==> config.mk <==
export PLATFORM = sky130hd
export DESIGN_NAME = bit_stuffer_hs
export DESIGN_NICKNAME = d
export VERILOG_FILES = /design/src/rtl/bit_stuffer_hs.sv
export SDC_FILE = /design/constraint.sdc
export NUM_CORES = 1
export LEC_CHECK = 0
export CORE_MARGIN = 2
export CORE_UTILIZATION = 40
export CTS_BUF_LIST = sky130_fd_sc_hd__clkbuf_4
export CTS_CLUSTER_DIAMETER = 100
export DETAILED_ROUTE_END_ITERATION = 8
export GPL_TIMING_DRIVEN = 0
export PLACE_DENSITY = 0.65
export SLEW_MARGIN = 40
export SYNTH_ARGS = -nofsm -noshare
export SYNTH_HDL_FRONTEND = slang
export SYNTH_SLANG_ARGS = --single-unit
==> constraint.sdc <==
create_clock -name clk -period 2.1 [get_ports clk]
set_clock_uncertainty 0.1 [all_clocks]
set_input_delay 0.42 -clock clk [delete_from_list [all_inputs] [get_ports clk]]
set_output_delay 0.42 -clock clk [all_outputs]
set_load 0.01 [all_outputs]
==> src/rtl/bit_stuffer_hs.sv <==
// bit_stuffer_hs: flow-controlled USB TX bit stuffer with a saturating count of stuffed bits
module bit_stuffer_hs #(
  parameter int RUN_LEN = 6,
  parameter bit RUN_BIT = 1'b1,
  parameter int CNT_W   = 8
) (
  input  logic             clk,
  input  logic             RST,
  input  logic             stuff_en,
  input  logic             clr,
  input  logic             in_bit,
  input  logic             in_valid,
  output logic             in_ready,
  output logic             out_bit,
  output logic             out_valid,
  input  logic             out_ready,
  output logic             out_is_stuff,
  output logic [CNT_W-1:0] stuff_cnt
);
  localparam int RW = $clog2(RUN_LEN + 1);
  typedef enum logic [1:0] {INIT, PASS, STUFF} state_t;
  state_t state, state_nx;
  logic [RW-1:0] run, run_inc;
  logic load, acc, is_run, hit;
  // handshake and run-length detection; hit marks the bit that completes a run
  always_comb begin
    load     = !out_valid | out_ready;
    in_ready = !RST & !clr & (state == PASS) & load;
    acc      = in_valid & in_ready;
    is_run   = stuff_en & (in_bit == RUN_BIT);
    run_inc  = run + 1'b1;
    hit      = acc & is_run & (run_inc == RW'(RUN_LEN));
  end
  // next state: a completed run goes to STUFF, which holds until the output register frees up
  always_comb begin
    state_nx = clr ? PASS :
               state == INIT ? PASS :
               state == PASS ? (hit ? STUFF : PASS) :
               (load ? PASS : STUFF);
  end
  // state register
  always_ff @(posedge clk) begin
    if (RST) state <= INIT;
    else state <= state_nx;
  end
  // output register, run counter and stuff counter
  always_ff @(posedge clk) begin
    if (RST) begin
      run          <= '0;
      out_bit      <= 1'b0;
      out_valid    <= 1'b0;
      out_is_stuff <= 1'b0;
      stuff_cnt    <= '0;
    end else if (clr) begin
      run          <= '0;
      out_valid    <= 1'b0;
      out_is_stuff <= 1'b0;
      stuff_cnt    <= '0;
    end else if (state == STUFF) begin
      if (load) begin
        out_bit      <= ~RUN_BIT;
        out_valid    <= 1'b1;
        out_is_stuff <= 1'b1;
        stuff_cnt    <= stuff_cnt + CNT_W'(~&stuff_cnt);
      end
    end else if (acc) begin
      out_bit      <= in_bit;
      out_valid    <= 1'b1;
      out_is_stuff <= 1'b0;
      run          <= (hit | !is_run) ? '0 : run_inc;
    end else if (load) begin
      out_valid <= 1'b0;
    end
  end
endmodule

==> impl_results.md <==
* GPL Wtd Cong at 0.784
* Area grow syn2layout at 26.6%
* Worst-path clk slew at 0.10 ns
* Final WL at 1.88 mm
* Die H at 51.0 um
* RSZ-0062 raised after global routing: no
* Tot GR Track Use at 16.0%
* Starting density of the core at 41.1%
* Flop pwr share at 58.4%
* Post-synthesis cell count at 100
* Least-Margin Pin Slew at 0.521 ns
* Count of input and output buffers at 17
* Fin crit period at 2.04 ns
* Num ports at 19
* Core ar. at 2150 um2
* Setup Buffers After CTS at 0
* DRT iter0 DRCs at 15
* Wirelength per Cell at 12.7 um
* Cts hold-fix bufs at 0
* Internal Power at 0.399 mW
* Critical path class: in2out
* Dpl cells at 145
* Syn Area/Cell at 8.83 um2
* Seq/Total Area, Yosys at 36.3%
* Post-CTS sizing at 6
* Run status: completed
* Async S/R FF share, synth at 0%
* Clock latency on the worst-skew pair at 0.29 ns
* Finished Layout Cells at 148
* Critical Path AT at 1.52 ns
* CP Max Fanout at 18
* Synth Flop Type: dfxtp_1
* Pre-CTS setup slack at -0.655 ns
* Number of flops mapped to enable cells by yosys at 0
* First-pass GRT wire length at 3.15 mm
* Vias at 820
* CTS root buf: clkbuf_4
* Slack of the critical path at 0.0641 ns
* Sw Share at 24.2%
* Path type of the worst min-delay path: in2reg
* Initial antenna violation count at 0
* Tcrit/Tclk final at 96.9%
* Setup violators final at 0
* MaxCap Viol Count at 0
* Synth unique cells at 35
* Pre-antenna DRT Iters at 4
* Fraction of the mapped netlist area in simple logic gates at 30.2%
* Clock network fraction of total power at 32.0%
* PwrDens at 471 nW/um2
* Max Buffers Root-to-Sink at 2
* Nets at 132
* Share of cells above drive strength 1 at 10.0%
* Post-route ant nets at 0
* Compound-Gate Fraction of Synth Area at 15.7%
* Rel. slew slack at 65.1%
* Final Hold Vio Count at 0
* Total CTS buffers at 3
* Max Freq at 0.491 GHz
* Die area at 2600 um2
* Worst EP required at 1.58 ns
* Main combinational cell family by area after synthesis: simple AND/OR/NAND/NOR gates
* DRC Markers at 0
* GRT overflow at 0
* Largest net degree at the start of global routing at 19
* Placed cell area at 1090 um2
* XOR/XNOR Fraction of Synth Area at 0.992%
* P_leak at 0.367 nW
* Gate power share at 9.6%
* TritonCTS clock tree: built
* DP HPWL at 1.43 mm
* Via density at 5.54
* Chip width at 51.0 um
* Nature of the critical path endpoint: primary output
* Post-Syn Nets at 111
* H-tree depth at 1
* Post-synthesis mux area share at 4.53%
* Max VDD drop at 0.250 mV
* Core Rows at 17
* Seq cells post-synth at 16
* Adder-Cell Fraction of Synth Area at 5.67%
* Vias in the first global route at 710
* ANT cells at 0
* CTS Sinks at 16
* Synthesized cell area at 883 um2
* CP Launch Type: primary input
* Fin area at 1120 um2
* Slew Viols, Final at 0
* Switching power total at 0.128 mW
* Yosys warns at 0
through the flow:
step	power, mW	setup TNS, ns	hold slack [ns]	util [%]
final	0.527	0	0.267	52.1
after global routing	0.553	0	0.268	52.1
after CTS	0.534	0	0.258	51.7
after detailed placement	0.365	-0.655	0.366	50.7
after global placement	0.365	-0.639	0.366	50.7
after floorplan	0.343	0	0.375	-
power groups by stage:
stage          clock network [mW]  logic [mW]  registers, mW
2_1_floorplan                   0      0.0277          0.315
3_3_place_gp                    0      0.0500          0.315
3_5_place_dp                    0      0.0500          0.315
4_1_cts                     0.177      0.0489          0.308
5_1_grt                     0.189      0.0556          0.309
6_report                    0.169      0.0505          0.308
synth_stat cells, types with 2 or more instances:
master | count | share of area (%)
nand4_1 | 3 | 2.1
ha_1 | 4 | 5.7
dfxtp_1 | 16 | 36
nand2b_1 | 2 | 1.4
a21oi_1 | 7 | 4.0
or4_1 | 2 | 1.7
nand2_1 | 12 | 5.1
buf_6 | 3 | 3.8
mux2i_1 | 4 | 4.5
o21ai_0 | 3 | 1.7
o31ai_1 | 2 | 1.7
nand3_1 | 4 | 2.3
a32o_1 | 2 | 2.3
inv_1 | 4 | 1.7
buf_2 | 2 | 1.1
nor2_1 | 2 | 0.85
nor4_1 | 5 | 3.5
or3_1 | 4 | 2.8
nor2b_1 | 2 | 1.4
a31oi_1 | 2 | 1.4
state kept, by name, indices dropped and copies added, names as in the netlist:
name and count:
state 2, out_valid 1, out_bit 1, run 3, stuff_cnt 8, out_is_stuff 1
final cells by class:
cell class,count,area (um2)
fillers,216,1030
multi-input cells,75,519
flip-flops and latches,16,320
repair buffers,17,164
plain buffers,4,38.8
well taps,28,35.0
clock buffers,3,22.5
inverters,4,15.0
clock inverters,1,3.75
cells in the final DEF (no fill, tap or decap), types with 2 or more instances in the layout:
cell / n
dfxtp_1: 16
clkdlybuf4s50_1: 15
nand2_1: 12
a21oi_1: 7
nor4_1: 5
inv_1: 4
or3_1: 4
nand3_1: 4
mux2i_1: 4
ha_1: 4
nand4_1: 3
buf_6: 3
o21ai_0: 3
clkbuf_4: 3
nor2b_1: 2
nor2_1: 2
nand2b_1: 2
buf_2: 2
o31ai_1: 2
or4_1: 2
a31oi_1: 2
a32o_1: 2
critical path, cell delays in order:
cell	delay (ns)
clkdlybuf4s50_1	0.47
nor2b_1	0.05
buf_6	0.16
nor4b_4	0.25
buf_2	0.16
logic make-up after synthesis:
| logic type | count (synthesis) |
|---|---|
| simple gates | 45 |
| fa+ha+maj | 4 |
| mux | 4 |
| buf+inv | 9 |
| xor+xnor | 1 |
| flops | 16 |
| compound gates | 21 |
metal layers:
metal | part of all wire, % | vias to the layer above | global-route usage [%] | routed length [um]
li1 | - | 417 | - | -
met1 | 48 | 383 | 20.4 | 901
met2 | 47 | 18 | 26.4 | 886
met3 | 3.6 | 2 | 2.63 | 67
met4 | 1.1 | 0 | 6.76 | 21
met5 | 0 | - | 0 | 0
path summary, 6_finish.rpt:
path,from,end,slack (ns),cells after the start
worst min-delay path,clr,state[0],0.27,2
worst min register to register,out_is_stuff,out_is_stuff,0.38,2
worst max register to register,stuff_cnt[3],stuff_cnt[6],0.29,7
worst max-delay path,out_ready,in_ready,0.06,5
Power figures use the tool's default switching activity.
==> RTL change, RTL diff (same flow settings) <==
The 3 states of `state_t` get a one-hot encoding in 3 bits.
--- a/src/rtl/bit_stuffer_hs.sv
+++ b/src/rtl/bit_stuffer_hs.sv
@@ -20,3 +20,3 @@
   localparam int RW = $clog2(RUN_LEN + 1);
-  typedef enum logic [1:0] {INIT, PASS, STUFF} state_t;
+  typedef enum logic [2:0] {INIT = 3'b001, PASS = 3'b010, STUFF = 3'b100} state_t;
   state_t state, state_nx;
Behaviour: no difference found for any inputs over 10 cycles, from zero or initial values and one cycle with RST high; not proved beyond that.
==> RTL change against the unedited design <==
Sequential cell count is 1 higher. Critical path depth stayed put. Routed wire length is 12% lower. Worst setup slack better by 0.022 ns. Hold slack better by 0.082 ns. Total power is 3.0% higher. Maximum frequency is 1.1% higher. Cell area is 3.1% higher. Synthesized area is 1.4% higher.
==> RTL change: results (changes against the unedited design) <==
<table>
<tr><th>Metric</th><th>Value</th></tr>
<tr><th colspan="2">Global route</th></tr>
<tr><td>Global routing usage on met1</td><td>19.3% (-1.1 points)</td></tr>
<tr><td>Global Route met2 Usage</td><td>24.2% (-2.2 points)</td></tr>
<tr><td>Total routing usage reported by global routing</td><td>15.1% (-0.85 points)</td></tr>
<tr><th colspan="2">Logic synthesis</th></tr>
<tr><td>Cell types with the largest area share after synthesis</td><td>sky130_fd_sc_hd__dfxtp_1, sky130_fd_sc_hd__xnor2_1, sky130_fd_sc_hd__ha_1</td></tr>
<tr><td>Count of cell types in the netlist</td><td>37 (+5.7%)</td></tr>
<tr><td>Portion of synthesized cell area occupied by the leading cell type</td><td>38.0% (+1.7 points)</td></tr>
<tr><td>Synth Area in XOR/XNOR</td><td>6.84% (+5.9 points)</td></tr>
<tr><td>Adder and majority gate portion of the synthesized area</td><td>5.59% (-0.079 points)</td></tr>
<tr><td>Mux share of post-synthesis cell area</td><td>2.23% (-2.3 points)</td></tr>
<tr><td>Mapped Nets</td><td>104 (-6.3%)</td></tr>
<tr><th colspan="2">STA</th></tr>
<tr><td>Highest clock frequency the design can meet</td><td>497 MHz (+1.1%)</td></tr>
<tr><td>Worst hold margin</td><td>0.349 ns (+0.0821 ns)</td></tr>
<tr><th colspan="2">Worst setup path</th></tr>
<tr><td>Crit Path Max Fanout</td><td>10 (-8)</td></tr>
<tr><td>Worst reg2reg setup slack</td><td>0.19 ns (-0.10 ns)</td></tr>
<tr><td>Endpoint of the worst-slack reg-to-reg timing path</td><td>stuff_cnt[4]</td></tr>
<tr><th colspan="2">Placement</th></tr>
<tr><td>Cell area reported after detailed placement</td><td>1110 µm² (+2.1%)</td></tr>
<tr><td>DP Worst Slack</td><td>-0.547 ns (+0.108 ns)</td></tr>
<tr><td>Final GP Congestion</td><td>0.727 (-7.3%)</td></tr>
<tr><td>Detail Placement HPWL</td><td>1.26 mm (-12%)</td></tr>
<tr><th colspan="2">Routing</th></tr>
<tr><td>Met2 routed WL</td><td>762 µm (-14%)</td></tr>
<tr><td>Wl on met1</td><td>817 µm (-9.3%)</td></tr>
<tr><td>Initial DRC Count</td><td>7 (-8)</td></tr>
<tr><td>DR vias</td><td>737 (-10%)</td></tr>
<tr><th colspan="2">Finish</th></tr>
<tr><td>Number of nets in the layout</td><td>127 (-3.8%)</td></tr>
<tr><td>Number of standard cells in the final layout excluding fillers</td><td>143 (-3.4%)</td></tr>
<tr><td>Registers with the highest flip-flop counts</td><td>stuff_cnt (8), run (3), state (3)</td></tr>
<tr><td>Fraction of final layout cells with drive strength greater than 1</td><td>17.4% (+7.4 points)</td></tr>
<tr><th colspan="2">Hold path</th></tr>
<tr><td>Launch point of the worst hold path</td><td>RST</td></tr>
<tr><th colspan="2">Run status</th></tr>
<tr><td>Run status</td><td>completed</td></tr>
<tr><th colspan="2">Power and ir drop</th></tr>
<tr><td>Maximum ir drop on the vdd rail</td><td>0.278 mV (+11%)</td></tr>
</table>
-- RTL change: final cells by class --
class	count	area, µm²	area share (%)
multi-input cells	72	549	47.6
flip-flops and latches	17	343	29.7
repair buffers	18	173	15.0
well taps	28	35.0	3.04
clock buffers	3	22.5	1.95
plain buffers	3	22.5	1.95
clock inverters	1	5.00	0.434
inverters	1	3.75	0.325
-- RTL change: power by group through the flow --
stage | combinational (W) | clock, W | sequential (W)
after global placement | 0.0000369 | 0 | 0.000336
after CTS | 0.0000384 | 0.000187 | 0.000329
after global routing | 0.0000423 | 0.000206 | 0.000330
final | 0.0000384 | 0.000176 | 0.000329
after detailed placement | 0.0000372 | 0 | 0.000336
after floorplan | 0.0000168 | 0 | 0.000335
-- RTL change: timing repair --
action / 4_1_cts / 5_1_grt
endpoints found under the setup margin: 1 / 2
pin swaps: 2 / 0
resized for setup: 9 / 3
